**config.mk**
```make
export PLATFORM = sky130hd
export DESIGN_NAME = uart_rx_core
export DESIGN_NICKNAME = d
export VERILOG_FILES = /design/src/rtl/uart_rx_core.sv
export SDC_FILE = /design/constraint.sdc
export NUM_CORES = 1
export LEC_CHECK = 0
export ABC_AREA = 1
export BUFFER_PORTS_ARGS = -buffer_cell sky130_fd_sc_hd__buf_2
export CORE_ASPECT_RATIO = 0.75
export CORE_UTILIZATION = 59
export CTS_CLUSTER_DIAMETER = 60
export DETAILED_ROUTE_END_ITERATION = 10
export PLACE_DENSITY = 0.77
export SYNTH_ARGS = -nofsm -noshare
export SYNTH_HDL_FRONTEND = slang
export SYNTH_SLANG_ARGS = --single-unit
```
**constraint.sdc**
```tcl
create_clock -name clk -period 2.7 [get_ports clk]
set_input_delay 0.405 -clock clk [delete_from_list [all_inputs] [get_ports clk]]
set_output_delay 0.405 -clock clk [all_outputs]
set_load 0.03 [all_outputs]
```
**src/rtl/uart_rx_core.sv**
```systemverilog
// Parametrised oversampling UART receiver with valid/ready character output.
// Optional break detection is enabled by defining UART_RX_BREAK_DET_EN.
module uart_rx_core #(
   parameter int unsigned CLK_FREQ    = 100000000,
   parameter int unsigned BAUD_RATE   = 115200,
   parameter int unsigned OVERSAMPLE  = 16,
   parameter int unsigned DATA_BITS   = 8,
   parameter int unsigned PARITY      = 0,
   parameter int unsigned STOP_BITS   = 1,
   parameter int unsigned SYNC_STAGES = 2
) (
   input  logic                 clk,
   input  logic                 rst,
   input  logic                 uart_rxd,
   output logic [DATA_BITS-1:0] rx_data,
   output logic                 rx_valid,
   input  logic                 rx_ready,
   output logic                 rx_frame_err,
   output logic                 rx_parity_err,
   output logic                 rx_overrun,
   output logic                 rx_break
);

   localparam int unsigned DIV    = (CLK_FREQ + (BAUD_RATE * OVERSAMPLE) / 2) / (BAUD_RATE * OVERSAMPLE);
   localparam int unsigned TICK_W = (DIV > 1) ? $clog2(DIV) : 1;
   localparam int unsigned SAMP_W = $clog2(OVERSAMPLE);
   localparam int unsigned BIT_W  = 4;
   localparam int unsigned HALF   = OVERSAMPLE / 2 - 1;

   localparam logic [2:0] S_IDLE   = 3'd0;
   localparam logic [2:0] S_START  = 3'd1;
   localparam logic [2:0] S_DATA   = 3'd2;
   localparam logic [2:0] S_PARITY = 3'd3;
   localparam logic [2:0] S_STOP   = 3'd4;
`ifdef UART_RX_BREAK_DET_EN
   localparam logic [2:0] S_BREAK  = 3'd5;
`endif

   generate
      if (OVERSAMPLE < 8 || OVERSAMPLE > 32 || (OVERSAMPLE % 2) != 0) begin : g_bad_os
         $fatal(1, "uart_rx_core: OVERSAMPLE must be even and in 8..32");
      end
      if (DATA_BITS < 5 || DATA_BITS > 9) begin : g_bad_db
         $fatal(1, "uart_rx_core: DATA_BITS must be in 5..9");
      end
      if (PARITY > 2) begin : g_bad_par
         $fatal(1, "uart_rx_core: PARITY must be 0, 1 or 2");
      end
      if (STOP_BITS < 1 || STOP_BITS > 2) begin : g_bad_stop
         $fatal(1, "uart_rx_core: STOP_BITS must be 1 or 2");
      end
      if (SYNC_STAGES < 2 || SYNC_STAGES > 4) begin : g_bad_sync
         $fatal(1, "uart_rx_core: SYNC_STAGES must be in 2..4");
      end
      if (DIV < 1) begin : g_bad_div
         $fatal(1, "uart_rx_core: clock too slow for BAUD_RATE*OVERSAMPLE");
      end
   endgenerate

   logic [SYNC_STAGES-1:0] sync_q;
   logic                   hist_q;
   logic                   rxd_s;
   logic                   edge_c;
   logic [TICK_W-1:0]      tick_cnt_q;
   logic                   tick_c;

   logic [2:0]             state_q, state_nxt;
   logic [SAMP_W-1:0]      samp_q, samp_nxt;
   logic [BIT_W-1:0]       bit_q, bit_nxt;
   logic [DATA_BITS-1:0]   shift_q, shift_nxt;
   logic                   par_err_q, par_err_nxt;
   logic                   frame_q, frame_nxt;
   logic                   done_c;
`ifdef UART_RX_BREAK_DET_EN
   logic                   par_bit_q, par_bit_nxt;
   logic                   brk_q, brk_nxt;
`endif

   assign rxd_s  = sync_q[SYNC_STAGES-1];
   assign edge_c = hist_q & ~rxd_s;
   assign tick_c = (tick_cnt_q == TICK_W'(DIV - 1));

   // Metastability synchroniser plus history flop for falling-edge detection
   always_ff @(posedge clk) begin
      if (rst) begin
         sync_q <= '1;
         hist_q <= 1'b1;
      end else begin
         sync_q <= {sync_q[SYNC_STAGES-2:0], uart_rxd};
         hist_q <= rxd_s;
      end
   end

   // Oversample tick divider, re-phased on the start edge
   always_ff @(posedge clk) begin
      if (rst) begin
         tick_cnt_q <= '0;
      end else if ((state_q == S_IDLE && edge_c) || tick_c) begin
         tick_cnt_q <= '0;
      end else begin
         tick_cnt_q <= tick_cnt_q + TICK_W'(1);
      end
   end

   always_ff @(posedge clk) begin
      if (rst) begin
         state_q   <= S_IDLE;
         samp_q    <= '0;
         bit_q     <= '0;
         shift_q   <= '0;
         par_err_q <= 1'b0;
         frame_q   <= 1'b0;
`ifdef UART_RX_BREAK_DET_EN
         par_bit_q <= 1'b0;
         brk_q     <= 1'b0;
`endif
      end else begin
         state_q   <= state_nxt;
         samp_q    <= samp_nxt;
         bit_q     <= bit_nxt;
         shift_q   <= shift_nxt;
         par_err_q <= par_err_nxt;
         frame_q   <= frame_nxt;
`ifdef UART_RX_BREAK_DET_EN
         par_bit_q <= par_bit_nxt;
         brk_q     <= brk_nxt;
`endif
      end
   end

   always_comb begin
      state_nxt   = state_q;
      samp_nxt    = samp_q;
      bit_nxt     = bit_q;
      shift_nxt   = shift_q;
      par_err_nxt = par_err_q;
      frame_nxt   = frame_q;
      done_c      = 1'b0;
`ifdef UART_RX_BREAK_DET_EN
      par_bit_nxt = par_bit_q;
      brk_nxt     = brk_q;
`endif
      case (state_q)
         S_IDLE: begin
            if (edge_c) begin
               state_nxt   = S_START;
               samp_nxt    = '0;
               bit_nxt     = '0;
               par_err_nxt = 1'b0;
               frame_nxt   = 1'b0;
`ifdef UART_RX_BREAK_DET_EN
               par_bit_nxt = 1'b0;
               brk_nxt     = 1'b0;
`endif
            end
         end
         S_START: begin
            if (tick_c) begin
               if (samp_q == SAMP_W'(HALF)) begin
                  samp_nxt  = '0;
                  state_nxt = rxd_s ? S_IDLE : S_DATA;
               end else begin
                  samp_nxt = samp_q + SAMP_W'(1);
               end
            end
         end
         S_DATA: begin
            if (tick_c) begin
               if (samp_q == SAMP_W'(OVERSAMPLE - 1)) begin
                  samp_nxt  = '0;
                  shift_nxt = {rxd_s, shift_q[DATA_BITS-1:1]};
                  bit_nxt   = bit_q + BIT_W'(1);
                  if (bit_q == BIT_W'(DATA_BITS - 1)) begin
                     bit_nxt   = '0;
                     state_nxt = (PARITY != 0) ? S_PARITY : S_STOP;
                  end
               end else begin
                  samp_nxt = samp_q + SAMP_W'(1);
               end
            end
         end
         S_PARITY: begin
            if (tick_c) begin
               if (samp_q == SAMP_W'(OVERSAMPLE - 1)) begin
                  samp_nxt    = '0;
                  par_err_nxt = (PARITY == 2) ? ~(^shift_q ^ rxd_s) : (^shift_q ^ rxd_s);
`ifdef UART_RX_BREAK_DET_EN
                  par_bit_nxt = rxd_s;
`endif
                  state_nxt   = S_STOP;
               end else begin
                  samp_nxt = samp_q + SAMP_W'(1);
               end
            end
         end
         S_STOP: begin
            if (tick_c) begin
               if (samp_q == SAMP_W'(OVERSAMPLE - 1)) begin
                  samp_nxt = '0;
                  if (!rxd_s) frame_nxt = 1'b1;
`ifdef UART_RX_BREAK_DET_EN
                  if (bit_q == '0) begin
                     brk_nxt = (shift_q == '0) && ((PARITY == 0) || !par_bit_q) && !rxd_s;
                  end
`endif
                  // Complete at mid-stop so a slightly fast sender is not lost
                  if (bit_q == BIT_W'(STOP_BITS - 1)) begin
                     bit_nxt   = '0;
                     done_c    = 1'b1;
                     state_nxt = S_IDLE;
`ifdef UART_RX_BREAK_DET_EN
                     if (brk_nxt) state_nxt = S_BREAK;
`endif
                  end else begin
                     bit_nxt = bit_q + BIT_W'(1);
                  end
               end else begin
                  samp_nxt = samp_q + SAMP_W'(1);
               end
            end
         end
`ifdef UART_RX_BREAK_DET_EN
         S_BREAK: begin
            // Leave only after the line has been high for one whole bit
            if (tick_c) begin
               if (!rxd_s) begin
                  samp_nxt = '0;
               end else if (samp_q == SAMP_W'(OVERSAMPLE - 1)) begin
                  samp_nxt  = '0;
                  state_nxt = S_IDLE;
               end else begin
                  samp_nxt = samp_q + SAMP_W'(1);
               end
            end
         end
`endif
         default: state_nxt = S_IDLE;
      endcase
   end

   // Output holding register with overrun detection
   always_ff @(posedge clk) begin
      if (rst) begin
         rx_data       <= '0;
         rx_valid      <= 1'b0;
         rx_frame_err  <= 1'b0;
         rx_parity_err <= 1'b0;
         rx_overrun    <= 1'b0;
`ifdef UART_RX_BREAK_DET_EN
         rx_break      <= 1'b0;
`endif
      end else begin
         rx_overrun <= 1'b0;
         if (done_c) begin
            if (!rx_valid || rx_ready) begin
               rx_data       <= shift_q;
               rx_valid      <= 1'b1;
               rx_frame_err  <= frame_nxt;
               rx_parity_err <= par_err_nxt;
`ifdef UART_RX_BREAK_DET_EN
               rx_break      <= brk_nxt;
`endif
            end else begin
               rx_overrun <= 1'b1;
            end
         end else if (rx_valid && rx_ready) begin
            rx_valid <= 1'b0;
         end
      end
   end

`ifndef UART_RX_BREAK_DET_EN
   assign rx_break = 1'b0;
`endif

endmodule

```
# == Word-level counts from Yosys, hierarchy flattened ==
# Cells that the tools add are included.
# totals
regBits,42
latchBits,0
mem_bits_rw,0
romBits,0
inputBits,4
output_inout_bits,13
wordCells,105
memories,0
# op_classes
addsub,3
multipliers,0
div_mod_pow,0
n_lt_le_gt_ge,0
eq_ne,21
shifts,0
muxes,43
n_bitwise,4
reduce_logical,20
# ops
cell,n
two-way mux 4 bit,11
two-way mux 3 bit,11
one-hot mux 4 bit (3 select lines),2
"!= test 2 bit, second input constant",11
two-way mux 1 bit,15
one-hot mux 3 bit (5 select lines),1
AND reduction 11 bit,1
"adder 4 x 1 -> 4 bit, second input constant",2
"equality test 4 x 3 -> 1 bit, second input constant",2
parity 8 bit,1
"adder 6 x 1 -> 6 bit, second input constant",1
"equality test 3 x 2 -> 1 bit, second input constant",2
"equality test 6 bit, second input constant",1
AND reduction 6 bit,1
nonzero test 3 bit,2
"equality test 4 bit, second input constant",1
logical NOT 4 bit,1
"!= test 2 x 1 -> 1 bit, second input constant",2
one-hot mux 1 bit (2 select lines),2
AND reduction 2 bit,2
AND reduction 4 bit,1
OR reduction 2 bit,2
"equality test 3 x 1 -> 1 bit, second input constant",1
"equality test 3 bit, second input constant",1
11 further kinds,14

# == Depth between registers and ports, before layout ==
# Gate-level depths: netlist (run 1).
# logic_depth
depth_word,7
depth_mapped,13
depth_no_buf,13

# == Least setup slack after synthesis (run 1) ==
# OpenSTA, ideal clock, no wires.
# synth_timing
path_type,register to register
start,register samp_q[0]
end,register rx_parity_err
setup_ns,0.109
t_arrival_ns,1.480
required_time_ns,2.591
setup_slack_ns,1.111
path_stages_with_launch,12
path_buffers,1
synth_period_minus_slack_ns,1.589
cell_sequence,dfxtp_1 -> ha_1 -> nand2_1 -> nor2_1 -> inv_1 -> nor2_8 -> nand3b_4 -> nor2_4 -> buf_6 -> nand3_1 -> nand2_1 -> inv_1
# synth_between
elab_chain_len,5
word_cells_on_any_way,8
cone_classes,1 x eq/ne; 6 x mux; 1 x reduce/logical
# synth_lines
item,line,source
"start, declared",68,"logic [SAMP_W-1:0] samp_q, samp_nxt;"
"start signal, assigned",119,samp_q <= samp_nxt;
equality test 4 bit (*),"184, 198",
two-way mux 1 bit,198,if (samp_q == SAMP_W'(OVERSAMPLE - 1)) begin
two-way mux 1 bit,197,if (tick_c) begin
two-way mux 1 bit,143,case (state_q)
AND reduction 2 bit (no source line),n/a,
"end signal, assigned",259,rx_parity_err <= par_err_nxt;
"end, declared",19,"output logic rx_parity_err,"
# Every way passes the cells marked *; elsewhere a longest branch is shown, timed or not.
# A chain may end at the register's enable or synchronous reset.

# == Final worst setup path (run 1) ==
# Same ends and word-level chain as after synthesis.

==> impl_metrics.env, run 1 <==
export IMPL_status="finished clean"
export IMPL_max_stage_delay_ps=440
export IMPL_path_depth=10
export IMPL_synth_net_count=292
export IMPL_maxSlewHeadroom=0.6323
export IMPL_synth_edf_count=0
export IMPL_cts_inserted_buffers=5
export IMPL_post_cts_buffers=0
export IMPL_period_needed_ps=1986
export IMPL_grt_usage=0.2173
export IMPL_hold_viol=0
export IMPL_path_max_fanout=20
export IMPL_async_reset_ff_frac=0
export IMPL_r2r_start="samp_q[0]"
export IMPL_avgSynthCellArea_um2=7.375
export IMPL_antenna_found_initial=0
export IMPL_ys_seq_area_frac=0.4029
export IMPL_synthCells=283
export IMPL_final_common_cell="nand2_1"
export IMPL_grt_first_pass_wirelength_mm=6.285
export IMPL_gp_congestion=0.8415
export IMPL_muxShareOfSynthArea=0
export IMPL_finalMaxSlewViolations=0
export IMPL_place_inst=332
export IMPL_cts_htree_levels=2
export IMPL_die_area_mm2=0.003781
export IMPL_p_switching_uw=432.9
export IMPL_cts_resized=0
export IMPL_rsz0062_at_grt="false"
export IMPL_drt_first_pass_iters=4
export IMPL_clkTransAtPathRegs_ps=80
export IMPL_detail_route_wl_per_cell_um=11.06
export IMPL_cp_end_kind="register"
export IMPL_cts_root_buf="clkbuf_8"
export IMPL_synthAdderAreaFrac=0.02998
export IMPL_finalSetupViolations=0
export IMPL_vias=1730
export IMPL_pwr_share_clk=0.297
export IMPL_clkLatencyLatePin_ps=290
export IMPL_yosysWarnings=0
export IMPL_max_slew_worst_pin_slew_ps=550.3
export IMPL_initial_core_util=0.6261
export IMPL_grt_max_degree=21
export IMPL_routed_wl_mm=3.759
export IMPL_synth_area_mm2=0.002087
export IMPL_r2r_cells=10
export IMPL_synth_compound_area_frac=0.1859
export IMPL_cp_slowest_cell="nor2_4"
export IMPL_grt_pass1_vias=1410
export IMPL_clk_path_buf_depth=2
export IMPL_synth_simple_area_share=0.2728
export IMPL_path_buf_inv=2
export IMPL_synth_ff_type="dfxtp_1"
export IMPL_critPathCapture="rx_parity_err"
export IMPL_crit_start="samp_q[0]"
export IMPL_dp_hpwl_mm=2.805
export IMPL_nets=308
export IMPL_areaGrowthSynthToFinish_pct=8.513
export IMPL_postRouteAntennaNets=0
export IMPL_synth_top_family_by_area="simple AND/OR/NAND/NOR gates"
export IMPL_hold_path_class="primary input to register"
export IMPL_pwr_share_seq=0.490
export IMPL_boundaryPins=17
export IMPL_post_route_period_util=0.7354
export IMPL_crit_type="register to register"
export IMPL_synth_xor_area_share=0.01259
export IMPL_tns_ps=0
export IMPL_cp_required_ps=2890
export IMPL_grt_overflow_total=0
export IMPL_crit_family="simple AND/OR/NAND/NOR gates"
export IMPL_portBuffers=15
export IMPL_num_rows=18
export IMPL_die_y_um=53.51
export IMPL_cp_data_arrival_time_ps=2180
export IMPL_power_leakage_uw=0.001017
export IMPL_antenna_cells=0
export IMPL_p_per_area_mw_per_mm2=614.5
export IMPL_die_w_um=70.68
export IMPL_cp_start_kind="register"
export IMPL_drt_iter0_drc=105
export IMPL_clock_skew_ps=11.60
export IMPL_drive_gt1_frac=0.1733
export IMPL_stdcell_count=340
export IMPL_r2r_slack_ps=710
export IMPL_path_cells="ha_1 -> nand2_1 -> nor2_1 -> inv_1 -> nor2_8 -> nand3b_4 -> nor2_4 -> nand3_1 -> nand2_1 -> inv_1"
export IMPL_maxCapViolations=0
export IMPL_ys_ff_latch=42
export IMPL_final_cell_mix="nand2_1 (61), dfxtp_1 (42), inv_1 (37), a21oi_1 (24), nor2_1 (22)"
export IMPL_max_clock_freq_ghz=0.5036
export IMPL_vdd_ir_drop_max_v=0.0004257
export IMPL_internal_power_uw=958.8
export IMPL_routed_via_density=5.088
export IMPL_drc_errors=0
export IMPL_ctsHoldBuffers=0
export IMPL_core_area_mm2=0.003333
export IMPL_yosysUniqueCellTypes=31
export IMPL_sw_frac_of_total=0.3111
export IMPL_cts_sinks=42
export IMPL_p_comb_frac=0.213
export IMPL_cts_tree="built"
export IMPL_r2r_end="rx_parity_err"
==> logic make-up after synthesis <==
group	count (synthesis)
buffers and inverters	47
adders and majority gates	5
xor gates and xnor gates	3
and+or+nand+nor	118
other	1
AOI/OAI and AO/OA	67
DFF	42
==> power groups by stage <==
stage	sequential, uW	combinational, uW	clock (uW)
floorplan	691	240	0
global placement	695	290	0
detailed placement	696	290	0
CTS	682	293	424
global route	687	337	450
finish	682	297	413
==> flip-flops by register name (all words and copies together), names as in the netlist, 2 cells and up <==
| name | count |
|---|---|
| tick_cnt_q | 6 |
| bit_q | 4 |
| sync_q | 2 |
| rx_data | 8 |
| samp_q | 4 |
| state_q | 3 |
| shift_q | 8 |
==> synth_stat cells, types with 3 or more instances <==
master,instances,share of area
nand2_1,61,0.11
dfxtp_1,42,0.40
inv_1,37,0.067
a21oi_1,24,0.058
nor2_1,22,0.040
o21ai_0,18,0.043
nand3_1,15,0.036
o21ai_1,11,0.026
a21oi_2,9,0.038
nor2_2,6,0.018
ha_1,5,0.030
clkbuf_1,3,0.0054
inv_2,3,0.0054
nor3_1,3,0.0072
==> metal layers <==
layer | up-vias | GRT usage | wire length (um) | part of all wire
li1 | 941 | - | - | -
met1 | 756 | 0.3245 | 2138 | 0.57
met2 | 31 | 0.3091 | 1439 | 0.38
met3 | 2 | 0.05143 | 172 | 0.046
met4 | 0 | 0.06000 | 8 | 0.0021
met5 | - | 0 | 0 | 0
==> how the worst min path moves through the flow <==
stage	from	cells past startpoint	end
3_5_place_dp	sync_q[0]	1	sync_q[1]
6_report	uart_rxd	2	sync_q[0]
4_1_cts	uart_rxd	2	sync_q[0]
5_1_grt	uart_rxd	2	sync_q[0]
3_3_place_gp	sync_q[0]	1	sync_q[1]
2_1_floorplan	sync_q[0]	1	sync_q[1]
==> worst register-to-register path: stages (launching register included) <==
cell	delay [ps]
dfxtp_1	370
ha_1	190
nand2_1	90
nor2_1	130
inv_1	110
nor2_8	180
nand3b_4	110
nor2_4	440
nand3_1	150
nand2_1	80
inv_1	30
==> layout make-up <==
type | count | area (um^2)
clock buffer | 7 | 86.33
fill | 296 | 1069
tap | 40 | 50.05
timing repair buffer | 16 | 82.58
inverter | 40 | 150.1
multi-input combinational | 194 | 1050
sequential | 42 | 840.8
clock inverter | 1 | 5.005
==> metrics by stage <==
step | utilization | cell area, um^2 | power (uW) | hold WS (ps) | setup WS, ps
2_1_floorplan | - | 2087 | 930.6 | 389.5 | 1111
3_3_place_gp | 0.6520 | 2173 | 985.1 | 391.2 | 805.8
3_5_place_dp | 0.6520 | 2173 | 986.9 | 401.0 | 716.5
4_1_cts | 0.6794 | 2265 | 1399 | 291.6 | 691.7
5_1_grt | 0.6794 | 2265 | 1474 | 294.0 | 510.3
6_report | 0.6794 | 2265 | 1392 | 302.5 | 714.5
No activity file was read; power rests on OpenSTA's default activity.
==> run 2: changes to the inputs <==
ABC_AREA = 0   (was 1)
CORE_UTILIZATION = 58   (was 59)
PLACE_DENSITY = 0.76   (was 0.77)
clock period = 2.1 ns   (was 2.7 ns; I/O delays follow)
==> impl_metrics.env, run 2 <==
export IMPL_status="finished clean"
export IMPL_ys_seq_area_frac=0.4375
export IMPL_clk_path_buf_depth=2
export IMPL_period_needed_ps=2015
export IMPL_portBuffers=15
export IMPL_r2r_end="rx_data[7]"
export IMPL_synth_common_cells="dfxtp_1 (42), nor2_1 (34), mux2i_1 (18)"
export IMPL_r2r_slack_ps=80
export IMPL_boundaryPins=17
export IMPL_ctsHoldBuffers=0
export IMPL_cts_inserted_buffers=5
export IMPL_hold_start="uart_rxd"
export IMPL_cp_required_ps=2260
export IMPL_finalSetupViolations=0
export IMPL_met1_length_mm=1.833
export IMPL_power_leakage_uw=0.0009285
export IMPL_whs_path_depth=2
export IMPL_yosysUniqueCellTypes=46
export IMPL_path_max_fanout=4
export IMPL_antenna_found_initial=0
export IMPL_routed_wl_mm=3.900
export IMPL_holdPathEnd="sync_q[0]"
export IMPL_final_common_cell="dfxtp_1"
export IMPL_num_rows=17
export IMPL_fin_hold_ws_ps=205.1
export IMPL_initial_core_util=0.6318
export IMPL_drive_gt1_frac=0.2328
export IMPL_drc_errors=0
export IMPL_synth_net_count=215
export IMPL_pwr_share_seq=0.544
export IMPL_r2r_cells=9
export IMPL_finalMaxSlewViolations=0
export IMPL_maxSlewHeadroom=0.5651
export IMPL_drt_first_pass_iters=4
export IMPL_postRouteAntennaNets=0
export IMPL_grt_overflow_total=0
export IMPL_stdcell_count=270
export IMPL_hold_path_class="primary input to register"
export IMPL_pwr_share_clk=0.416
export IMPL_die_w_um=68.47
export IMPL_nets=240
export IMPL_yosys_area_top_type="dfxtp_1"
export IMPL_clock_skew_ps=5.437
export IMPL_maxCapViolations=0
export IMPL_vias=1530
export IMPL_gp_congestion=0.7700
export IMPL_hold_viol=0
export IMPL_synth_area_leaders="dfxtp_1 (44%), mux2i_1 (9.4%), nor2_1 (6.6%)"
export IMPL_grt_first_pass_wirelength_mm=6.216
export IMPL_grt_pass1_vias=1370
export IMPL_final_cell_mix="dfxtp_1 (41), nor2_1 (34), mux2i_1 (16), buf_2 (15), buf_4 (12)"
export IMPL_post_route_util=0.7404
export IMPL_ys_ff_latch=42
export IMPL_core_area_mm2=0.003042
export IMPL_dpl_cell_area_mm2=0.002071
export IMPL_sw_frac_of_total=0.2107
export IMPL_synth_edf_count=0
export IMPL_cp_data_arrival_time_ps=2180
export IMPL_cts_root_buf="clkbuf_8"
export IMPL_cts_tree="built"
export IMPL_post_route_period_util=0.9597
export IMPL_grt_max_degree=39
export IMPL_areaGrowthSynthToFinish_pct=17.19
export IMPL_p_comb_frac=0.040
export IMPL_place_inst=257
export IMPL_die_y_um=51.85
export IMPL_async_reset_ff_frac=0
export IMPL_synthCells=206
export IMPL_clkTransAtPathRegs_ps=80
export IMPL_grt_usage=0.2424
export IMPL_p_per_area_mw_per_mm2=662.1
export IMPL_dp_hpwl_mm=2.722
export IMPL_avgSynthCellArea_um2=9.329
export IMPL_yosysMostFrequentCell="dfxtp_1"
export IMPL_route_met2_wl_mm=1.797
export IMPL_crit_type="register to register"
export IMPL_yosys_area_top_type_share=0.4375
export IMPL_drt_iter0_drc=107
export IMPL_yosysWarnings=0
export IMPL_cp_start_kind="register"
export IMPL_synth_ff_type="dfxtp_1"
export IMPL_die_area_mm2=0.003550
export IMPL_routed_via_density=5.667
export IMPL_design_area_mm2=0.002252
export IMPL_max_clock_freq_ghz=0.4962
export IMPL_vdd_ir_drop_max_v=0.0005700
export IMPL_topRoutingLayerUsed="met4"
export IMPL_p_switching_uw=314.1
export IMPL_dr_wl_met3_um=204
export IMPL_detail_route_wl_per_cell_um=14.44
export IMPL_top_regs="rx_data x8, shift_q x8, tick_cnt_q x6"
export IMPL_cts_sinks=42
export IMPL_internal_power_uw=1177
export IMPL_clkLatencyLatePin_ps=290
export IMPL_cts_htree_levels=2
export IMPL_cp_end_kind="register"
export IMPL_antenna_cells=0
export IMPL_r2r_start="tick_cnt_q[0]"
export IMPL_max_slew_worst_pin_slew_ps=652.4
export IMPL_synth_area_mm2=0.001922
run 2: what timing repair did:
action	in CTS	in global routing
setup endpoints to repair	2	16
setup buffers	0	5
gates resized for setup	1	6
pin swaps	0	3
hold endpoints to repair	0	0
run 2: how the worst max path moves through the flow:
| stage | startpoint | depth (start not counted) | endpoint | slack [ps] |
|---|---|---|---|---|
| after floorplan | bit_q[0] | 7 | state_q[1] | 200 |
| after global placement | bit_q[0] | 7 | state_q[1] | 50 |
| after detailed placement | bit_q[0] | 8 | state_q[2] | -10 |
| after CTS | tick_cnt_q[0] | 7 | rx_data[2] | 10 |
| after global routing | tick_cnt_q[0] | 6 | state_q[1] | -80 |
| final | tick_cnt_q[0] | 9 | rx_data[7] | 80 |
run 2: final cells by class:
type / count / area, um^2
sequential: 42 / 842.1
timing repair buffer: 28 / 185.2
inverter: 8 / 30.03
tap: 38 / 47.55
fill: 228 / 789.5
clock buffer: 5 / 68.82
clock inverter: 3 / 40.04
multi-input combinational: 146 / 1039
run 2: metrics by stage:
stage	total power [uW]	setup TNS, ps	setup WS (ps)
2_1_floorplan	873.5	0	197.8
3_3_place_gp	886.2	0	53.75
3_5_place_dp	888.5	-13.17	-13.17
4_1_cts	1501	0	11.00
5_1_grt	1542	-291.8	-83.02
6_report	1491	0	84.56
run 2: kinds of logic after synthesis:
group / after synthesis / share of synthesized area
AOI/OAI and AO/OA: 29 / 0.1009
xor gates and xnor gates: 12 / 0.06185
adders and majority gates: 5 / 0.03255
buffers and inverters: 18 / 0.03972
DFF: 42 / 0.4375
muxes: 18 / 0.09375
other: 1 / 0.001951
and+or+nand+nor: 81 / 0.2318
run 2: critical path, stage by stage, from the launching register on:
cell	delay [ps]
dfxtp_1	380
ha_1	160
nand2_1	120
nor4_4	370
buf_4	180
nand4_1	140
buf_4	180
buf_4	130
mux2i_1	160
nor2_1	60
run 2: layer usage:
metal / global-route usage / up-vias
met4: 0.1146 / 0
li1: - / 765
met1: 0.3247 / 724
met5: 0 / -
met2: 0.3546 / 34
met3: 0.07018 / 7
run 2: power groups by stage:
stage | Clock (uW) | Combinational [uW] | Sequential (uW)
floorplan | 0 | 44.7 | 829
global placement | 0 | 56.8 | 829
detailed placement | 0 | 58.6 | 830
CTS | 631 | 59.1 | 811
global route | 662 | 67.4 | 813
finish | 620 | 59.6 | 811
